**src/rtl/ex_muldiv_unit.sv**
```systemverilog
// ex_muldiv_unit
//   Iterative unsigned 16-bit multiply/divide unit for the EX stage. While an
//   operation is in flight it holds 'stop' high, which freezes the pipeline.
//   When the operation finishes it drops 'stop' for one cycle and presents
//   the registered result and its writeback tag.
//
// Ports
//   clk, rst      rising-edge clock, asynchronous active-high reset
//   start         EX holds a valid mul/div instruction
//   op            00 MULLO, 01 MULHI, 10 DIVU, 11 REMU
//   opA, opB      multiplicand/dividend, multiplier/divisor (unsigned)
//   dest_reg      destination register of the EX instruction
//   abort         squash the in-flight operation
//   stop          stall request to the hazard unit
//   result        selected result, held until the next completion
//   result_valid  one-cycle completion pulse
//   WriteRegX     writeback tag, held until the next completion
//   RegWriteX     write enable (completion pulse and dest_reg != 0)
//   div_by_zero   with result_valid: divide had a zero divisor
module ex_muldiv_unit #(
    parameter int DATA_WIDTH = 16,
    parameter int REG_WIDTH  = 4
) (
    input  logic                  clk,
    input  logic                  rst,
    input  logic                  start,
    input  logic [1:0]            op,
    input  logic [DATA_WIDTH-1:0] opA,
    input  logic [DATA_WIDTH-1:0] opB,
    input  logic [REG_WIDTH-1:0]  dest_reg,
    input  logic                  abort,
    output logic                  stop,
    output logic [DATA_WIDTH-1:0] result,
    output logic                  result_valid,
    output logic [REG_WIDTH-1:0]  WriteRegX,
    output logic                  RegWriteX,
    output logic                  div_by_zero
);

    localparam int                CNT_W    = $clog2(DATA_WIDTH);
    localparam logic [CNT_W-1:0]  CNT_LAST = CNT_W'(DATA_WIDTH - 1);

    typedef enum logic [1:0] {
        S_IDLE,
        S_RUN,
        S_DONE
    } state_t;

    state_t                  r_state;
    state_t                  w_state_nxt;
    logic [CNT_W-1:0]        r_cnt;
    logic [1:0]              r_op;
    logic [REG_WIDTH-1:0]    r_dest;
    logic [DATA_WIDTH-1:0]   r_hi;
    logic [DATA_WIDTH-1:0]   r_lo;
    logic [DATA_WIDTH-1:0]   r_b;

    logic [DATA_WIDTH-1:0]   r_result;
    logic                    r_valid;
    logic [REG_WIDTH-1:0]    r_wreg;
    logic                    r_regwrite;
    logic                    r_dz;

    logic                    w_accept;
    logic                    w_dz;
    logic                    w_stop;
    logic [DATA_WIDTH:0]     w_sum;
    logic [DATA_WIDTH:0]     w_shift;
    logic [DATA_WIDTH:0]     w_diff;
    logic [DATA_WIDTH-1:0]   w_hi_nxt;
    logic [DATA_WIDTH-1:0]   w_lo_nxt;

    // High half for MULHI/REMU, low half for MULLO/DIVU.
    function automatic logic [DATA_WIDTH-1:0] sel_result(
        input logic                  sel_hi,
        input logic [DATA_WIDTH-1:0] hi,
        input logic [DATA_WIDTH-1:0] lo
    );
        return sel_hi ? hi : lo;
    endfunction

    assign w_accept = start && !abort;
    assign w_dz     = w_accept && op[1] && (opB == '0);

    // Iteration datapath. r_hi/r_lo hold {product high, multiplier} for a
    // multiply and {partial remainder, dividend/quotient} for a divide.
    assign w_sum   = {1'b0, r_hi} + (r_lo[0] ? {1'b0, r_b} : '0);
    assign w_shift = {r_hi, r_lo[DATA_WIDTH-1]};
    // The partial remainder is always below the divisor, so bit DATA_WIDTH
    // of the difference is exactly the borrow (shifted value < divisor).
    assign w_diff  = w_shift - {1'b0, r_b};

    always_comb begin
        w_hi_nxt = w_sum[DATA_WIDTH:1];
        w_lo_nxt = {w_sum[0], r_lo[DATA_WIDTH-1:1]};
        if (r_op[1]) begin
            w_hi_nxt = w_diff[DATA_WIDTH] ? w_shift[DATA_WIDTH-1:0] : w_diff[DATA_WIDTH-1:0];
            w_lo_nxt = {r_lo[DATA_WIDTH-2:0], ~w_diff[DATA_WIDTH]};
        end
    end

    // Next state and combinational stall request.
    always_comb begin
        w_state_nxt = r_state;
        w_stop      = 1'b0;
        case (r_state)
            S_IDLE: begin
                w_stop = w_accept;
                if (w_accept) begin
                    w_state_nxt = w_dz ? S_DONE : S_RUN;
                end
            end
            S_RUN: begin
                w_stop = 1'b1;
                if (abort) begin
                    w_state_nxt = S_IDLE;
                end else if (r_cnt == CNT_LAST) begin
                    w_state_nxt = S_DONE;
                end
            end
            S_DONE: begin
                w_state_nxt = S_IDLE;
            end
            default: begin
                w_state_nxt = S_IDLE;
            end
        endcase
        // Reset must not let a pending start stall the pipeline.
        if (rst) begin
            w_stop = 1'b0;
        end
    end

    // Control and output registers.
    always_ff @(posedge clk or posedge rst) begin
        if (rst) begin
            r_state    <= S_IDLE;
            r_cnt      <= '0;
            r_result   <= '0;
            r_valid    <= 1'b0;
            r_wreg     <= '0;
            r_regwrite <= 1'b0;
            r_dz       <= 1'b0;
        end else begin
            r_state    <= w_state_nxt;
            r_valid    <= 1'b0;
            r_regwrite <= 1'b0;
            r_dz       <= 1'b0;
            case (r_state)
                S_IDLE: begin
                    r_cnt <= '0;
                    if (w_dz) begin
                        r_valid    <= 1'b1;
                        r_result   <= op[0] ? opA : '1;
                        r_wreg     <= dest_reg;
                        r_regwrite <= (dest_reg != '0);
                        r_dz       <= 1'b1;
                    end
                end
                S_RUN: begin
                    r_cnt <= r_cnt + CNT_W'(1);
                    if (!abort && (r_cnt == CNT_LAST)) begin
                        r_valid    <= 1'b1;
                        r_result   <= sel_result(r_op[0], w_hi_nxt, w_lo_nxt);
                        r_wreg     <= r_dest;
                        r_regwrite <= (r_dest != '0);
                    end
                end
                default: begin
                    r_cnt <= '0;
                end
            endcase
        end
    end

    // Operand/iteration registers; contents only matter after an accept.
    always_ff @(posedge clk) begin
        if (r_state == S_IDLE) begin
            if (w_accept) begin
                r_op   <= op;
                r_dest <= dest_reg;
                r_hi   <= '0;
                r_b    <= op[1] ? opB : opA;
                r_lo   <= op[1] ? opA : opB;
            end
        end else if (r_state == S_RUN) begin
            r_hi <= w_hi_nxt;
            r_lo <= w_lo_nxt;
        end
    end

    assign stop         = w_stop;
    assign result       = r_result;
    assign result_valid = r_valid;
    assign WriteRegX    = r_wreg;
    assign RegWriteX    = r_regwrite;
    assign div_by_zero  = r_dz;

endmodule

```
**config.mk**
```make
export PLATFORM = sky130hd
export DESIGN_NAME = ex_muldiv_unit
export DESIGN_NICKNAME = d
export VERILOG_FILES = /design/src/rtl/ex_muldiv_unit.sv
export SDC_FILE = /design/constraint.sdc
export NUM_CORES = 1
export LEC_CHECK = 0
export CORE_UTILIZATION = 58
export DETAILED_ROUTE_END_ITERATION = 8
export PLACE_DENSITY = 0.82
export SLEW_MARGIN = 20
export SYNTH_ARGS = -nofsm -noshare
export SYNTH_HDL_FRONTEND = slang
export SYNTH_SLANG_ARGS = --single-unit
```
**constraint.sdc**
```tcl
create_clock -name clk -period 3.87 [get_ports clk]
set_clock_uncertainty 0.15 [all_clocks]
set_input_delay 0.774 -clock clk [delete_from_list [all_inputs] [get_ports clk]]
set_output_delay 0.774 -clock clk [all_outputs]
set_load 0.005 [all_outputs]
```
==> results by group <==
Logic synthesis
  – Synth warn: 0
  – Async S/R FF share, synth: 34.9%
  – Number of synthesized flops with an enable pin: 54
  – Area share of fa/ha/maj cells after synthesis: under 10%
  – Sequential-to-total area share from yosys stat: 39.0%
  – Netlist cell types: 68
  – Synth area leaders: edfxtp_1 27%, dfrtp_1 12%, ha_1 6.9%
  – Synth top area share: a little over a quarter
  – Avg Cell Area, Syn: 9.69 µm²
  – Post-Synth XOR/XNOR Area: 3.34%
  – Mux cell area share after synthesis: 9.97%
  – Simple-gate share of the synthesized area: 15.6%
  – Mapped Cells: slightly above 600
  – Post-synth net total: 699
  – Top FF cell, synth: edfxtp_1
  – Netlist Area Pre-Place: 0.00603 mm²
  – Post-synth top area cell: edfxtp_1
  – Largest family of logic cells by synthesized area: compound AO/OA/AOI/OAI gates
  – Synth Register Bits: 83
  – Compound-Gate Fraction of Synth Area: 20.7%

Worst setup path
  – Crit Path Category: flop to flop
  – Worst-path fanout max: 14
  – Worst EP required: 3820 ps
  – Worst EP arrival: 3600 ps
  – Worst setup SP type: flop
  – Crit. End Element: flop

Die
  – I/O pin count: 66
  – Die height: 104 µm
  – Initial Util: 60.8%
  – Core ar.: 0.00991 mm²
  – Num rows: 36
  – Full die area: 0.0108 mm²
  – Die X: approximately 100 µm

Route
  – Detailed Routing Iterations Pass 1: 6
  – DR vias/cell: 6.40
  – # DRC: 0
  – Routed WL: 16500 µm
  – Via count: roughly 5200
  – Per-cell routed wire length: 20.2 µm
  – Final ANT Viol Nets: 0
  – Initial drt markers: ~380

Status
  – Outcome: completed

Clock tree
  – CTS Sinks: 83
  – Hold bufs inserted after CTS: 0
  – CTS Buf Count: 9
  – Clock H-tree levels: 3
  – Number of setup buffers added after CTS: 0
  – Clk buf depth: 2
  – Root buffer cell: clkbuf_8
  – Clock slew at reported path FFs: 80 ps
  – Worst skew pair latency: between 300 and 400 ps
  – CTS tree: done
  – Post_cts resized: 0

Cells and area
  – Diode count: 0
  – Post-route cell area: 0.00700 mm²
  – Multi-input gate area: 0.00345 mm²
  – Share of cells above drive strength 1: 9.65%
  – Fillers: 747
  – Register Area: 0.00235 mm²
  – Most common cell after layout, fill and taps aside: clkdlybuf4s50_1
  – NumNets Final: 756
  – P&R area growth vs syn: 16.2%
  – Commonest cells after routing, fill and taps aside: 64 x clkdlybuf4s50_1, 54 x edfxtp_1, 52 x nor2_1
  – Fin util: between 70% and 80%

STA
  – Final Hold Viols: 0
  – Hold WS: 315 ps
  – Setup TNS Final: 0 ps
  – Max Slew Vio Count: 0
  – Highest clock rate: 274 MHz
  – Minimum clock period: 3650 ps
  – Period utilization: 94.2%
  – Endpoints failing setup: 0
  – Unrepaired setup endpoints after global routing: no
  – Slew headroom: about three fifths
  – Worst slew pin tran: 618 ps

Worst hold path
  – Hold/Removal Path Class: flop to flop

Power
  – Leak Pwr: 2.84 nW
  – Pwr Total: 2.76 mW
  – VDD IR max: 293 µV
  – Clock power frac: 23.2%
  – Internal: 1.81 mW
  – Combinational share of power: 36.2%
  – Switching Share: 34.3%
  – Seq pwr share: 40.6%
  – Psw: around 0.95 mW
  – Cell Pwr Density: 394 mW/mm²

Global routing
  – Antenna violations before repair: 0
  – Largest net degree at the start of global routing: 53
  – First-pass GRT wire length: 26900 µm
  – Grt ovf: 0
  – GRT Total Usage: 31.9%
  – Vias in the first global route: 5187

Flow run
  – Max-cap viol count: 0

Placement
  – DP Wirelength: 12300 µm
  – GP Congestion: 0.882
  – IO Port Bufs: 65
  – Area of placed instances: between 0.006 and 0.007 mm²
## synth_stat cells, drive strengths merged, types with 13 or more instances
library cell	n
a211oi	25
a21oi	44
and2	20
clkbuf	22
dfrtp	29
edfxtp	54
ha	33
inv	25
mux2	24
mux2i	33
nand2	30
nor2	53
nor2b	30
nor3	13
o21ai	29
xnor2	15
## area by class of cell
cell class,instances,area share [%]
inverter,26,1.39
tap,133,2.38
multi-input combinational,481,49.3
clock buffer,14,2.32
sequential,83,33.5
clock inverter,2,0.500
timing repair buffer,78,10.6
## per-stage QoR
step / setup slack, ps / instances
floorplan: 722 / 622
global route: 46.6 / 817
global placement: 321 / 801
finish: 224 / 817
detailed placement: 245 / 801
CTS: 238 / 817
## logic make-up after synthesis
kind of cell    Yosys count
mux                      57
xor+xnor                 23
fa+ha+maj                35
compound gates          180
simple gates            186
buf+inv                  58
flops                    83
## power groups by stage
stage	registers [mW]	clock network (mW)	logic, mW
floorplan	1.11	0	0.702
global placement	1.13	0	0.940
detailed placement	1.13	0	0.974
CTS	1.12	0.642	0.982
global route	1.13	0.681	1.09
finish	1.12	0.640	0.998
## flip-flops by register name, indices dropped and copies added, names as in the netlist, 2 cells and up
| name | flops |
|---|---|
| r_hi | 16 |
| r_dest | 4 |
| r_b | 16 |
| r_state | 2 |
| r_op | 2 |
| WriteRegX | 4 |
| r_cnt | 4 |
| result | 16 |
| r_lo | 16 |
## metal layers
metal	part of all wire [%]	global-route usage (%)	vias up
met5	0	0	-
met4	1.9	8.98	0
met3	8.5	7.64	30
met2	48	53.2	245
met1	41	41.3	2512
li1	-	-	2442
## worst paths after layout
path	slack (ps)	to	startpoint	depth (start not counted)
max	220	r_hi[14]	r_lo[15]	12
min in group asynchronous	670	r_state[0]	rst	3
max in group asynchronous	2600	result[12]	rst	3
min reg2reg	310	r_cnt[0]	r_cnt[0]	1
min	310	r_cnt[0]	r_cnt[0]	1
max reg2reg	220	r_hi[14]	r_lo[15]	12
## worst max-delay path, cell delays in order (launching register included)
cell	delay [ps]
edfxtp_1	430
inv_1	70
ha_1	260
fa_1	440
nand2b_1	220
a21oi_4	190
o21ai_2	120
a221o_2	430
o211ai_2	70
buf_4	260
mux2_2	360
mux2i_1	310
nor2_1	90
No activity file was read; power rests on OpenSTA's default activity.
